$ cat config.mk
export PLATFORM = sky130hd
export DESIGN_NAME = draw_cat_sprite
export DESIGN_NICKNAME = d
export VERILOG_FILES = /design/src/rtl/draw_cat_sprite.sv
export SDC_FILE = /design/constraint.sdc
export NUM_CORES = 1
export LEC_CHECK = 0
export ABC_AREA = 1
export CORE_MARGIN = 1
export CORE_UTILIZATION = 45
export DETAILED_ROUTE_END_ITERATION = 8
export HOLD_SLACK_MARGIN = 0.15
export PLACE_DENSITY = 0.71
export SLEW_MARGIN = 40
export SYNTH_ARGS = -nofsm -noshare
export SYNTH_HDL_FRONTEND = slang
export SYNTH_SLANG_ARGS = --single-unit
$ cat constraint.sdc
create_clock -name clk -period 2 [get_ports clk]
set_clock_uncertainty 0.2 [all_clocks]
set_input_delay 0.4 -clock clk [delete_from_list [all_inputs] [get_ports clk]]
set_output_delay 0.4 -clock clk [all_outputs]
set_load 0.005 [all_outputs]
$ cat src/rtl/draw_cat_sprite.sv
// draw_cat_sprite: read side of the 64x64 cat image ROM in the VGA pixel pipeline.
// Drives the ROM address from the incoming timing and the latched sprite position.
// Overlays ROM pixels on the background, using a colour key for transparency.
// All timing is re-aligned so that outputs lag inputs by exactly three clocks.
module draw_cat_sprite #(
    parameter int          IMG_W       = 64,
    parameter int          IMG_H       = 64,
    parameter int          ADDR_X_BITS = 6,
    parameter int          ADDR_Y_BITS = 6,
    parameter bit          TRANSP_EN   = 1'b1,
    parameter logic [11:0] TRANSP_RGB  = 12'h0F0
) (
    input  logic                               clk,
    input  logic                               rst,
    input  logic [10:0]                        hcount_in,
    input  logic [10:0]                        vcount_in,
    input  logic                               hsync_in,
    input  logic                               hblnk_in,
    input  logic                               vsync_in,
    input  logic                               vblnk_in,
    input  logic [11:0]                        rgb_in,
    input  logic [11:0]                        xpos,
    input  logic [11:0]                        ypos,
    input  logic [11:0]                        rgb_pixel,
    output logic [ADDR_Y_BITS+ADDR_X_BITS-1:0] pixel_addr,
    output logic [10:0]                        hcount_out,
    output logic [10:0]                        vcount_out,
    output logic                               hsync_out,
    output logic                               hblnk_out,
    output logic                               vsync_out,
    output logic                               vblnk_out,
    output logic [11:0]                        rgb_out
);

    // Sprite position, only refreshed at the start of vertical blanking
    logic [11:0] xpos_q;
    logic [11:0] ypos_q;
    logic        vblnk_prev_q;

    // Stage 1 pipeline registers
    logic [10:0] hcount_s1_q;
    logic [10:0] vcount_s1_q;
    logic        hsync_s1_q;
    logic        hblnk_s1_q;
    logic        vsync_s1_q;
    logic        vblnk_s1_q;
    logic [11:0] rgb_s1_q;
    logic        inside_s1_q;

    // Stage 2 pipeline registers (ROM read happens alongside this stage)
    logic [10:0] hcount_s2_q;
    logic [10:0] vcount_s2_q;
    logic        hsync_s2_q;
    logic        hblnk_s2_q;
    logic        vsync_s2_q;
    logic        vblnk_s2_q;
    logic [11:0] rgb_s2_q;
    logic        inside_s2_q;

    // Next-state values computed combinationally
    logic                               latch_d;
    logic [12:0]                        hcount_ext;
    logic [12:0]                        vcount_ext;
    logic [12:0]                        xstart_ext;
    logic [12:0]                        ystart_ext;
    logic [12:0]                        xend_ext;
    logic [12:0]                        yend_ext;
    logic                               inside_d;
    logic [ADDR_X_BITS-1:0]             col_d;
    logic [ADDR_Y_BITS-1:0]             row_d;
    logic [ADDR_Y_BITS+ADDR_X_BITS-1:0] addr_d;
    logic                               key_hit;
    logic                               blank_s2;
    logic [11:0]                        rgb_out_d;

    // Sprite window test in 13 bits so that a sprite near the right/bottom
    // edge is clipped rather than wrapping around to column/row zero
    always_comb begin
        latch_d    = vblnk_in & ~vblnk_prev_q;
        hcount_ext = {2'b00, hcount_in};
        vcount_ext = {2'b00, vcount_in};
        xstart_ext = {1'b0, xpos_q};
        ystart_ext = {1'b0, ypos_q};
        xend_ext   = xstart_ext + 13'(IMG_W);
        yend_ext   = ystart_ext + 13'(IMG_H);
        inside_d   = (hcount_ext >= xstart_ext) && (hcount_ext < xend_ext) &&
                     (vcount_ext >= ystart_ext) && (vcount_ext < yend_ext) &&
                     !hblnk_in && !vblnk_in;
        // Low bits of the difference only depend on the low bits of the operands
        col_d      = hcount_in[ADDR_X_BITS-1:0] - xpos_q[ADDR_X_BITS-1:0];
        row_d      = vcount_in[ADDR_Y_BITS-1:0] - ypos_q[ADDR_Y_BITS-1:0];
        addr_d     = inside_d ? {row_d, col_d} : '0;
    end

    // Final compositing: blanking wins, then opaque sprite pixels, else background
    always_comb begin
        key_hit   = TRANSP_EN && (rgb_pixel == TRANSP_RGB);
        blank_s2  = hblnk_s2_q | vblnk_s2_q;
        rgb_out_d = rgb_s2_q;
        if (blank_s2) begin
            rgb_out_d = 12'h000;
        end else if (inside_s2_q && !key_hit) begin
            rgb_out_d = rgb_pixel;
        end
    end

    // Latch the sprite position on the rising edge of vblank
    always_ff @(posedge clk) begin
        if (rst) begin
            xpos_q       <= '0;
            ypos_q       <= '0;
            vblnk_prev_q <= 1'b0;
        end else begin
            vblnk_prev_q <= vblnk_in;
            if (latch_d) begin
                xpos_q <= xpos;
                ypos_q <= ypos;
            end
        end
    end

    // Stage 1: capture timing and background, issue the ROM address
    always_ff @(posedge clk) begin
        if (rst) begin
            hcount_s1_q <= '0;
            vcount_s1_q <= '0;
            hsync_s1_q  <= 1'b0;
            hblnk_s1_q  <= 1'b0;
            vsync_s1_q  <= 1'b0;
            vblnk_s1_q  <= 1'b0;
            rgb_s1_q    <= '0;
            inside_s1_q <= 1'b0;
            pixel_addr  <= '0;
        end else begin
            hcount_s1_q <= hcount_in;
            vcount_s1_q <= vcount_in;
            hsync_s1_q  <= hsync_in;
            hblnk_s1_q  <= hblnk_in;
            vsync_s1_q  <= vsync_in;
            vblnk_s1_q  <= vblnk_in;
            rgb_s1_q    <= rgb_in;
            inside_s1_q <= inside_d;
            pixel_addr  <= addr_d;
        end
    end

    // Stage 2: pure delay while the ROM registers its data
    always_ff @(posedge clk) begin
        if (rst) begin
            hcount_s2_q <= '0;
            vcount_s2_q <= '0;
            hsync_s2_q  <= 1'b0;
            hblnk_s2_q  <= 1'b0;
            vsync_s2_q  <= 1'b0;
            vblnk_s2_q  <= 1'b0;
            rgb_s2_q    <= '0;
            inside_s2_q <= 1'b0;
        end else begin
            hcount_s2_q <= hcount_s1_q;
            vcount_s2_q <= vcount_s1_q;
            hsync_s2_q  <= hsync_s1_q;
            hblnk_s2_q  <= hblnk_s1_q;
            vsync_s2_q  <= vsync_s1_q;
            vblnk_s2_q  <= vblnk_s1_q;
            rgb_s2_q    <= rgb_s1_q;
            inside_s2_q <= inside_s1_q;
        end
    end

    // Stage 3: register the composited pixel together with its timing
    always_ff @(posedge clk) begin
        if (rst) begin
            hcount_out <= '0;
            vcount_out <= '0;
            hsync_out  <= 1'b0;
            hblnk_out  <= 1'b0;
            vsync_out  <= 1'b0;
            vblnk_out  <= 1'b0;
            rgb_out    <= '0;
        end else begin
            hcount_out <= hcount_s2_q;
            vcount_out <= vcount_s2_q;
            hsync_out  <= hsync_s2_q;
            hblnk_out  <= hblnk_s2_q;
            vsync_out  <= vsync_s2_q;
            vblnk_out  <= vblnk_s2_q;
            rgb_out    <= rgb_out_d;
        end
    end

endmodule

==> impl_metrics.toml, run 1 <==
[outcome]
outcome = "finished with violations"
violations = "setup timing"

[synthesis]
yosysTopAreaCellShare_pct = 53.00
syn_nets = 798
syn_avg_cell_area_um2 = 8.370
yosys_warnings = 0
yosys_register_bits = 152
synth_area_leader_cell = "dfxtp_1"
synth_edf_count = 0
yosysMostFrequentCell = "dfxtp_1"
synthCells = 686
synthDistinctLibCells = 34
ys_seq_area_share_pct = 53.00
synth_ff_type = "dfxtp_1"
syn_area_um2 = 5742
yosys-top-cells-area = "dfxtp_1 (53%), nor2_1 (9.3%), inv_1 (9.0%)"
async_flop_share_pct = 0
ys_top_cells_by_count = "dfxtp_1 (152), nor2_1 (143), inv_1 (138)"

[clock_network]
cts_sinks = 152
hold_buffers = 0
worstSkewPairLatency_ns = 0.42
htree_levels = 4
path_clk_slew_ns = 0.06
cts_tree = "done"
clk_path_buf_depth = 2
cts-root-buf = "clkbuf_16"
cts_made_buffers = 17

[timing]
period_minus_slack_ns = 2.136
rsz0062_at_grt = "yes"
tightest_slew_ns = 0.4288
finalHoldViolCount = 0
slew_headroom_pct = 71.42
period_share_pct = 106.8
final-setup-viol-count = 13
drv_slew = 0
fmax_mhz = 468.1
fin_ws_ns = -0.1362

[floorplan]
io_pins = 126
dieArea_um2 = 13210
core-area_um2 = 12210
chipHeight_um = 115.0
die_x_um = 115.0
num_rows = 40
start_util_pct = 47.02

[route]
via_per_inst = 4.454
ant_nets = 0
wl_per_cell_um = 11.58
vias = 4610
met1_length_um = 5222
wl_um = 11980
dr_wl_met3_um = 670
drt_iter0_drc = 180
drt_first_pass_iters = 6
wl_met2_um = 5854
drc = 0
highest_layer = "met4"

[worst_setup_path]
cp_slowest_cell = "dfxtp_2"
critPathKind = "register to register"
crit_required_ns = 2.15
timing.rr.start = "xpos_q[6]"
cp_top_family = "adder cells"
crit_path_start_kind = "register"
critical_path.most_common_cell = "o21ai_2"
cp_cell_sequence = "ha_4 -> nand2_4 -> o21ai_2 -> o21ai_2 -> ha_1 -> a21o_2 -> nand2_2 -> nand3_2 -> nor2_4 -> nand4_4 -> buf_6 -> nor2_1"
critical_path_buf_inv_count = 1
r2r-end = "pixel_addr[0]"
cp.arrival_ns = 2.29
crit_fanout = 7
r2r_slack_ns = -0.14
r2r_cells = 12
cpPeakStageDelay_ns = 0.36
endpoint_kind = "register"

[layout]
area_growth_pct = 43.43
antenna_cells = 0
fin_nets = 966
finalInstanceArea_um2 = 8235
final_cells = 1035
layout-drive-gt1-share_pct = 14.65

[power_and_ir_drop]
power_density_nw_per_um2 = 907.7
power.total_mw = 7.475
peakVddDrop_v = 0.0004866
leakage_nw = 3.662

[min_path]
hold_start = "rgb_s1_q[1]"
hold_class = "register to register"
hold_depth = 2
holdPathEnd = "rgb_s2_q[1]"

[grt]
grt_first_pass_wirelength_um = 19380
grt.overflow.total = 0
grt_max_degree = 83
grt_pass1_vias = 4378
antenna_found_initial = 0
grt_usage_pct = 19.21

[placed_design]
place_inst = 998
place_area_um2 = 7477
gp_congestion = 0.8003
pre_cts_ws_ns = -0.7360
dp_hpwl_um = 8548
io_buffers = 125

[flow_run]
max_cap_viol_count = 0
==> per-layer routing <==
metal,vias to the layer above,GRT usage (%)
met3,21,5.799
met1,2048,21.75
met4,0,9.004
met5,-,0
met2,128,33.17
li1,2413,-
==> worst max-delay path by stage <==
stage / start / to / slack, ns / cells past startpoint
floorplan: xpos_q[6] / pixel_addr[7] / -0.05 / 12
global placement: vcount_in[0] / pixel_addr[11] / -0.67 / 10
detailed placement: vcount_in[0] / pixel_addr[0] / -0.74 / 10
CTS: xpos_q[6] / pixel_addr[0] / -0.11 / 12
global route: xpos_q[6] / pixel_addr[0] / -0.25 / 12
finish: xpos_q[6] / pixel_addr[0] / -0.14 / 12
==> per-stage QoR <==
stage	hold slack [ns]	utilization, %	setup TNS (ns)
global placement	0.1902	61.23	-8.608
global route	0.2036	67.44	-2.976
finish	0.1972	67.44	-1.465
floorplan	0.1883	-	-0.5014
CTS	0.1718	67.04	-1.320
detailed placement	0.1920	61.23	-9.273
==> timing repair <==
action,in CTS,in global routing
setup buffers,4,1
setup endpoints to repair,13,13
gates resized for setup,14,10
pin swaps,7,4
==> state kept, by name, summed over array words and instances, names as in the netlist, 11 cells and up <==
signal / count
rgb_s2_q: 12
hcount_s1_q: 11
vcount_s2_q: 11
pixel_addr: 12
rgb_s1_q: 12
rgb_out: 12
xpos_q: 12
vcount_out: 11
hcount_out: 11
hcount_s2_q: 11
ypos_q: 12
vcount_s1_q: 11
==> where the power goes <==
group	internal, mW	leakage, nW	switching [mW]
clock network	2.10	0.304	1.24
registers	3.16	1.25	0.0494
logic	0.479	2.11	0.452
==> layout make-up <==
cell class | instances | area, um2
Sequential cell | 152 | 3050
Clock buffer | 18 | 429.2
Multi-Input combinational cell | 367 | 2177
Timing Repair Buffer | 171 | 1625
Tap cell | 168 | 210.2
Inverter | 145 | 544.3
Fill cell | 1015 | 3976
Clock inverter | 14 | 198.9
==> kinds of logic after synthesis <==
| family | Yosys count | synth area share, % |
|---|---|---|
| simple gates | 258 | 19.09 |
| buf+inv | 167 | 11.16 |
| flops | 152 | 53.00 |
| compound gates | 60 | 6.668 |
| fa+ha+maj | 36 | 8.106 |
| xor+xnor | 13 | 1.983 |
==> worst min-delay path, delay by kind of cell, from the launching register on <==
family / cells / cell delay, ns
buffers and inverters: 1 / 0.04
DFF: 1 / 0.29
and+or+nand+nor: 1 / 0.03
==> layout by cell type (no fill, tap or decap), drive strengths merged <==
master	synthesis	final
nand3	12	12
nand3b	3	3
xnor2	3	3
clkdlybuf4s50	0	123
ha	34	34
a21o	5	5
inv	143	144
a31oi	2	2
a21oi	25	25
nand4	7	7
clkinvlp	0	1
nor2	153	153
nand2	77	77
bufinv	0	4
dfxtp	152	152
buf	7	47
clkinv	2	10
nor4	2	2
nor3	4	4
clkbuf	15	18
o21ai	3	3
a22oi	1	1
dlygate4sd2	0	1
o21bai	2	2
fa	2	2
xor2	10	10
a211oi	22	22
(Power assumes the default switching activity.)
==> run 2: changes to the inputs <==
--- a/config.mk
+++ b/config.mk
@@ -11,6 +11,7 @@
 export DETAILED_ROUTE_END_ITERATION = 8
 export HOLD_SLACK_MARGIN = 0.15
 export PLACE_DENSITY = 0.71
+export RECOVER_POWER = 25
 export SLEW_MARGIN = 40
 export SYNTH_ARGS = -nofsm -noshare
 export SYNTH_HDL_FRONTEND = slang
==> run 2 against run 1 <==
Net effect: the run ends with capacitance limit, slew limit, setup timing left; die area stayed put; global-route usage is the same; first-iteration DRC count up 1.1%; cell area shrank 0.21%; worst setup slack about the same; via count is essentially flat; utilization shrank 0.14 points; register-to-register slack hardly changed; maximum frequency about the same; hold slack is essentially flat; largest cell class unchanged; largest power group unchanged.
==> impl_metrics.toml, run 2 (same netlist as run 1, synthesis figures left out) <==
[min_path]
hold_depth = 2
hold_class = "register to register"
hold_start = "rgb_s1_q[1]"
holdPathEnd = "rgb_s2_q[1]"

[power_and_ir_drop]
leakage_nw = 3.656
power.total_mw = 7.472
peakVddDrop_v = 0.0004865
power_density_nw_per_um2 = 909.3

[worst_setup_path]
r2r_slack_ns = -0.14
crit_fanout = 7
critPathKind = "register to register"
endpoint_kind = "register"
crit_required_ns = 2.15
crit_path_start_kind = "register"
r2r_cells = 12
timing.rr.start = "xpos_q[6]"
cp.arrival_ns = 2.29
r2r-end = "pixel_addr[0]"

[grt]
grt_first_pass_wirelength_um = 19380
grt_pass1_vias = 4378
grt_usage_pct = 19.21
grt.overflow.total = 0
antenna_found_initial = 0
grt_max_degree = 83

[layout]
layout-drive-gt1-share_pct = 14.65
final_cells = 1035
layout_commonest_cell = "dfxtp_1"
fin_nets = 966
layout_common_cells = "dfxtp_1 (148), nor2_1 (140), inv_1 (136), clkdlybuf4s50_1 (123), nand2_1 (73)"
antenna_cells = 0
final_core_util_pct = 67.30
area_growth_pct = 43.12
nFillCells = 1018

[floorplan]
start_util_pct = 47.02
dieArea_um2 = 13210
io_pins = 126
chipHeight_um = 115.0
core-area_um2 = 12210
num_rows = 40
die_x_um = 115.0

[timing]
finalHoldViolCount = 0
tightest_slew_ns = 1.575
fmax_mhz = 468.1
period_share_pct = 106.8
slew_headroom_pct = -5.010
final-setup-viol-count = 13
period_minus_slack_ns = 2.136
rsz0062_at_grt = "yes"
setup_tns_ns = -1.465
fin_ws_ns = -0.1363
drv_slew = 83

[route]
vias = 4607
drc = 0
drt_first_pass_iters = 5
drt_iter0_drc = 182
wl_um = 11990
wl_per_cell_um = 11.58
ant_nets = 0
via_per_inst = 4.451

[clock_network]
worstSkewPairLatency_ns = 0.42
clk_path_buf_depth = 2
cts_tree = "done"
hold_buffers = 0
path_clk_slew_ns = 0.06
cts-root-buf = "clkbuf_16"
htree_levels = 4
cts_made_buffers = 17
cts_sinks = 152

[placed_design]
gp_congestion = 0.8003
pre_cts_ws_ns = -0.7360
dp_hpwl_um = 8548
place_inst = 998
io_buffers = 125

[outcome]
outcome = "finished with violations"
violations = "capacitance limit, slew limit, setup timing"

[flow_run]
max_cap_viol_count = 1
-- run 2: changes by cell type in the layout (fill, tap and decap cells not counted), sizes merged --
cell    before  now
buf         47   45
clkbuf      18   20
-- run 2: what timing repair did --
| action | 4_1_cts | 5_1_grt |
|---|---|---|
| pin swaps | 7 | 4 |
| hold endpoints to repair | 0 | 0 |
| setup buffers | 4 | 1 |
| endpoints found under the setup margin | 13 | 13 |
| gates resized for setup | 14 | 10 |
-- run 2: power breakdown --
part           total, mW  switching (mW)  internal, mW
clock               3.33            1.24          2.10
combinational      0.928           0.452         0.476
sequential          3.21          0.0494          3.16
-- run 2: worst max-delay path, stage by stage (launching register included) --
cell and delay [ns]:
dfxtp_2 0.36, ha_4 0.16, nand2_4 0.06, o21ai_2 0.13, o21ai_2 0.08, ha_1 0.32, a21o_2 0.20, nand2_2 0.06
nand3_2 0.07, nor2_4 0.10, nand4_4 0.09, buf_6 0.16, nor2_1 0.09
-- run 2: through the flow --
stage / cell area, um2 / hold slack, ns
2_1_floorplan: 5786 / 0.1883
3_3_place_gp: 7477 / 0.1902
3_5_place_dp: 7477 / 0.1920
4_1_cts: 8187 / 0.1718
5_1_grt: 8218 / 0.2036
6_report: 8218 / 0.1972
-- run 2: worst max path at each step --
stage / from / end / slack [ns] / cells after the start
6_report: xpos_q[6] / pixel_addr[0] / -0.14 / 12
5_1_grt: xpos_q[6] / pixel_addr[0] / -0.25 / 12
4_1_cts: xpos_q[6] / pixel_addr[0] / -0.11 / 12
3_5_place_dp: vcount_in[0] / pixel_addr[0] / -0.74 / 10
3_3_place_gp: vcount_in[0] / pixel_addr[11] / -0.67 / 10
2_1_floorplan: xpos_q[6] / pixel_addr[7] / -0.05 / 12
-- run 2: per-layer routing --
layer	vias up	GRT usage (%)	share of wire [%]
met5	-	0	0
met4	0	9.004	2.0
met3	21	5.799	5.5
met2	128	33.17	49
met1	2046	21.75	44
li1	2412	-	-
-- run 2: area by class of cell --
| cell class | count | area, um2 | area share [%] |
|---|---|---|---|
| Clock buffer | 18 | 429.2 | 5.222 |
| Clock inverter | 14 | 198.9 | 2.421 |
| Inverter | 145 | 544.3 | 6.623 |
| Multi-Input combinational cell | 367 | 2177 | 26.49 |
| Sequential cell | 152 | 3050 | 37.12 |
| Tap cell | 168 | 210.2 | 2.558 |
| Timing Repair Buffer | 171 | 1608 | 19.56 |
==> run 3: changes to the inputs <==
--- a/config.mk
+++ b/config.mk
@@ -7,10 +7,12 @@
 export LEC_CHECK = 0
 export ABC_AREA = 1
 export CORE_MARGIN = 1
-export CORE_UTILIZATION = 45
+export CORE_UTILIZATION = 47
+export CTS_BUF_LIST = sky130_fd_sc_hd__clkbuf_4
+export CTS_CLUSTER_DIAMETER = 60
 export DETAILED_ROUTE_END_ITERATION = 8
 export HOLD_SLACK_MARGIN = 0.15
-export PLACE_DENSITY = 0.71
+export PLACE_DENSITY = 0.74
 export RECOVER_POWER = 25
 export SLEW_MARGIN = 40
 export SYNTH_ARGS = -nofsm -noshare
==> run 3 against run 2 <==
Net effect: global-route usage grew 0.47 points; utilization shrank 0.56 points; clock power shrank 33%; largest power group is now registers; register-to-register slack gained 0.02 ns; critical path type unchanged; critical endpoint unchanged; sequential share of layout area grew 1.3 points; the run ends with setup timing left; hold slack gained 0.0012 ns; sequential power is essentially flat; cell area shrank 2.9%; worst setup slack gained 0.022 ns; sequential cell count is the same.
==> impl_metrics.toml, run 3 (same netlist as run 1, synthesis figures left out) <==
[outcome]
violations = "setup timing"
outcome = "finished with violations"

[worst_setup_path]
endpoint_kind = "register"
cp.arrival_ns = 2.40
crit_required_ns = 2.29
crit_path_start_kind = "register"
critPathKind = "register to register"
crit_fanout = 6
r2r_cells = 12

[timing]
rsz0062_at_grt = "yes"
fin_ws_ns = -0.1140
period_minus_slack_ns = 2.114
finalHoldViolCount = 0
final-setup-viol-count = 13
fmax_mhz = 473.0
slew_headroom_pct = 60.54
period_share_pct = 105.7
drv_slew = 0
tightest_slew_ns = 0.5919

[layout]
fin_nets = 978
final_cells = 1024
layout-drive-gt1-share_pct = 14.94
layout_commonest_cell = "nor2_1"
final_core_util_pct = 66.74
area_growth_pct = 39.03
antenna_cells = 0
layout_common_cells = "nor2_1 (141), dfxtp_1 (136), inv_1 (135), nand2_1 (74), clkdlybuf4s50_1 (72)"

[grt]
grt_pass1_vias = 4359
grt.overflow.total = 0
use_met2_pct = 34.29
grt_first_pass_wirelength_um = 19300
top_usage_layer = "met2"
use_met3_pct = 5.400
antenna_found_initial = 0
grt_max_degree = 57
grt_util_met1_pct = 22.36
grt_usage_pct = 19.68

[min_path]
hold_depth = 3
hold_class = "input port to register"

[clock_network]
cts_sinks = 152
cts_made_buffers = 17
clk_path_buf_depth = 2
worstSkewPairLatency_ns = 0.55
cts_tree = "done"
path_clk_slew_ns = 0.12
htree_levels = 4
cts-root-buf = "clkbuf_4"

[power_and_ir_drop]
pwr-share-clk_pct = 35.2
internal_power_mw = 4.891
seqPwrFrac_pct = 50.4
peakVddDrop_v = 0.0003623
combPwrFrac_pct = 14.4
leakage_nw = 3.859
power_density_nw_per_um2 = 797.3
p_switching_mw = 1.473
switching_share_pct = 23.14

[floorplan]
die_x_um = 112.5
io_pins = 126
num_rows = 40
dieArea_um2 = 12660
chipHeight_um = 112.5
start_util_pct = 48.00
core-area_um2 = 11960

[route]
drt_iter0_drc = 165
vias = 4633
via_per_inst = 4.524
wl_per_cell_um = 11.57
drc = 0
wl_um = 11850
ant_nets = 0
drt_first_pass_iters = 4

[flow_run]
max_cap_viol_count = 0

[placed_design]
dp_hpwl_um = 8733
gp_congestion = 0.8385
place_inst = 978
io_buffers = 125
run 3: cell types whose count changed in the layout (fill, tap and decap cells not counted), sizes merged:
cell	delta
bufinv	+2
inv	-1
clkbuf	+2
dlymetal6s2s	+3
clkdlybuf4s50	-51
clkinvlp	-1
dlygate4sd3	+14
clkinv	-4
dlygate4sd2	+46
run 3: final cells by class:
class                      count  area, um2
clock buffer                  20      150.1
inverter                     145      544.3
sequential                   152       3065
multi-input combinational    367       2156
tap                          147      183.9
fill                        1010       3979
clock inverter                10      201.4
timing repair buffer         183       1682
run 3: critical path, cell delays in order, from the launching register on:
cell	delay (ns)
dfxtp_2	0.37
ha_4	0.16
nand2_4	0.06
o21ai_2	0.16
o21ai_2	0.10
ha_4	0.23
a21o_2	0.19
nand2_2	0.06
nand3_2	0.08
nor2_4	0.11
nand4_4	0.09
buf_6	0.16
nor2_1	0.08
run 3: path summary, 6_finish.rpt:
kind / startpoint / end / slack [ns]
worst max-delay path: xpos_q[6] / pixel_addr[0] / -0.11
worst min-delay path: hcount_in[5] / hcount_s1_q[5] / 0.20
worst max register to register: xpos_q[6] / pixel_addr[0] / -0.11
worst min register to register: vcount_s1_q[0] / vcount_s2_q[0] / 0.20
run 3: what timing repair did:
action,4_1_cts,5_1_grt
pin swaps,3,1
hold endpoints to repair,21,0
hold buffers,12,0
gates resized for setup,64,16
buffers inserted,4,0
cloned,0,0
setup endpoints to repair,60,16
run 3: metal layers:
| metal | vias up | share of wire [%] |
|---|---|---|
| met3 | 25 | 5.4 |
| li1 | 2438 | - |
| met4 | 0 | 2.1 |
| met5 | - | 0 |
| met2 | 125 | 49 |
| met1 | 2045 | 44 |
run 3: stage by stage:
| step | cell area [um2] | hold slack [ns] | worst slack [ns] | power, mW | TNS [ns] |
|---|---|---|---|---|---|
| 5_1_grt | 7983 | 0.1550 | -0.2048 | 6.691 | -2.393 |
| 2_1_floorplan | 5786 | 0.1883 | -0.05374 | 3.745 | -0.5014 |
| 3_3_place_gp | 7446 | 0.1896 | -0.6852 | 4.129 | -8.755 |
| 6_report | 7983 | 0.1984 | -0.1140 | 6.364 | -1.198 |
| 4_1_cts | 7924 | 0.1570 | -0.1480 | 6.418 | -1.694 |
| 3_5_place_dp | 7446 | 0.1916 | -0.7374 | 4.161 | -9.250 |
run 3: power groups by stage:
stage	clock network (mW)	registers, mW	logic (mW)
2_1_floorplan	0	3.27	0.475
3_5_place_dp	0	3.27	0.887
6_report	2.24	3.21	0.916
4_1_cts	2.31	3.20	0.907
3_3_place_gp	0	3.27	0.860
5_1_grt	2.44	3.22	1.03
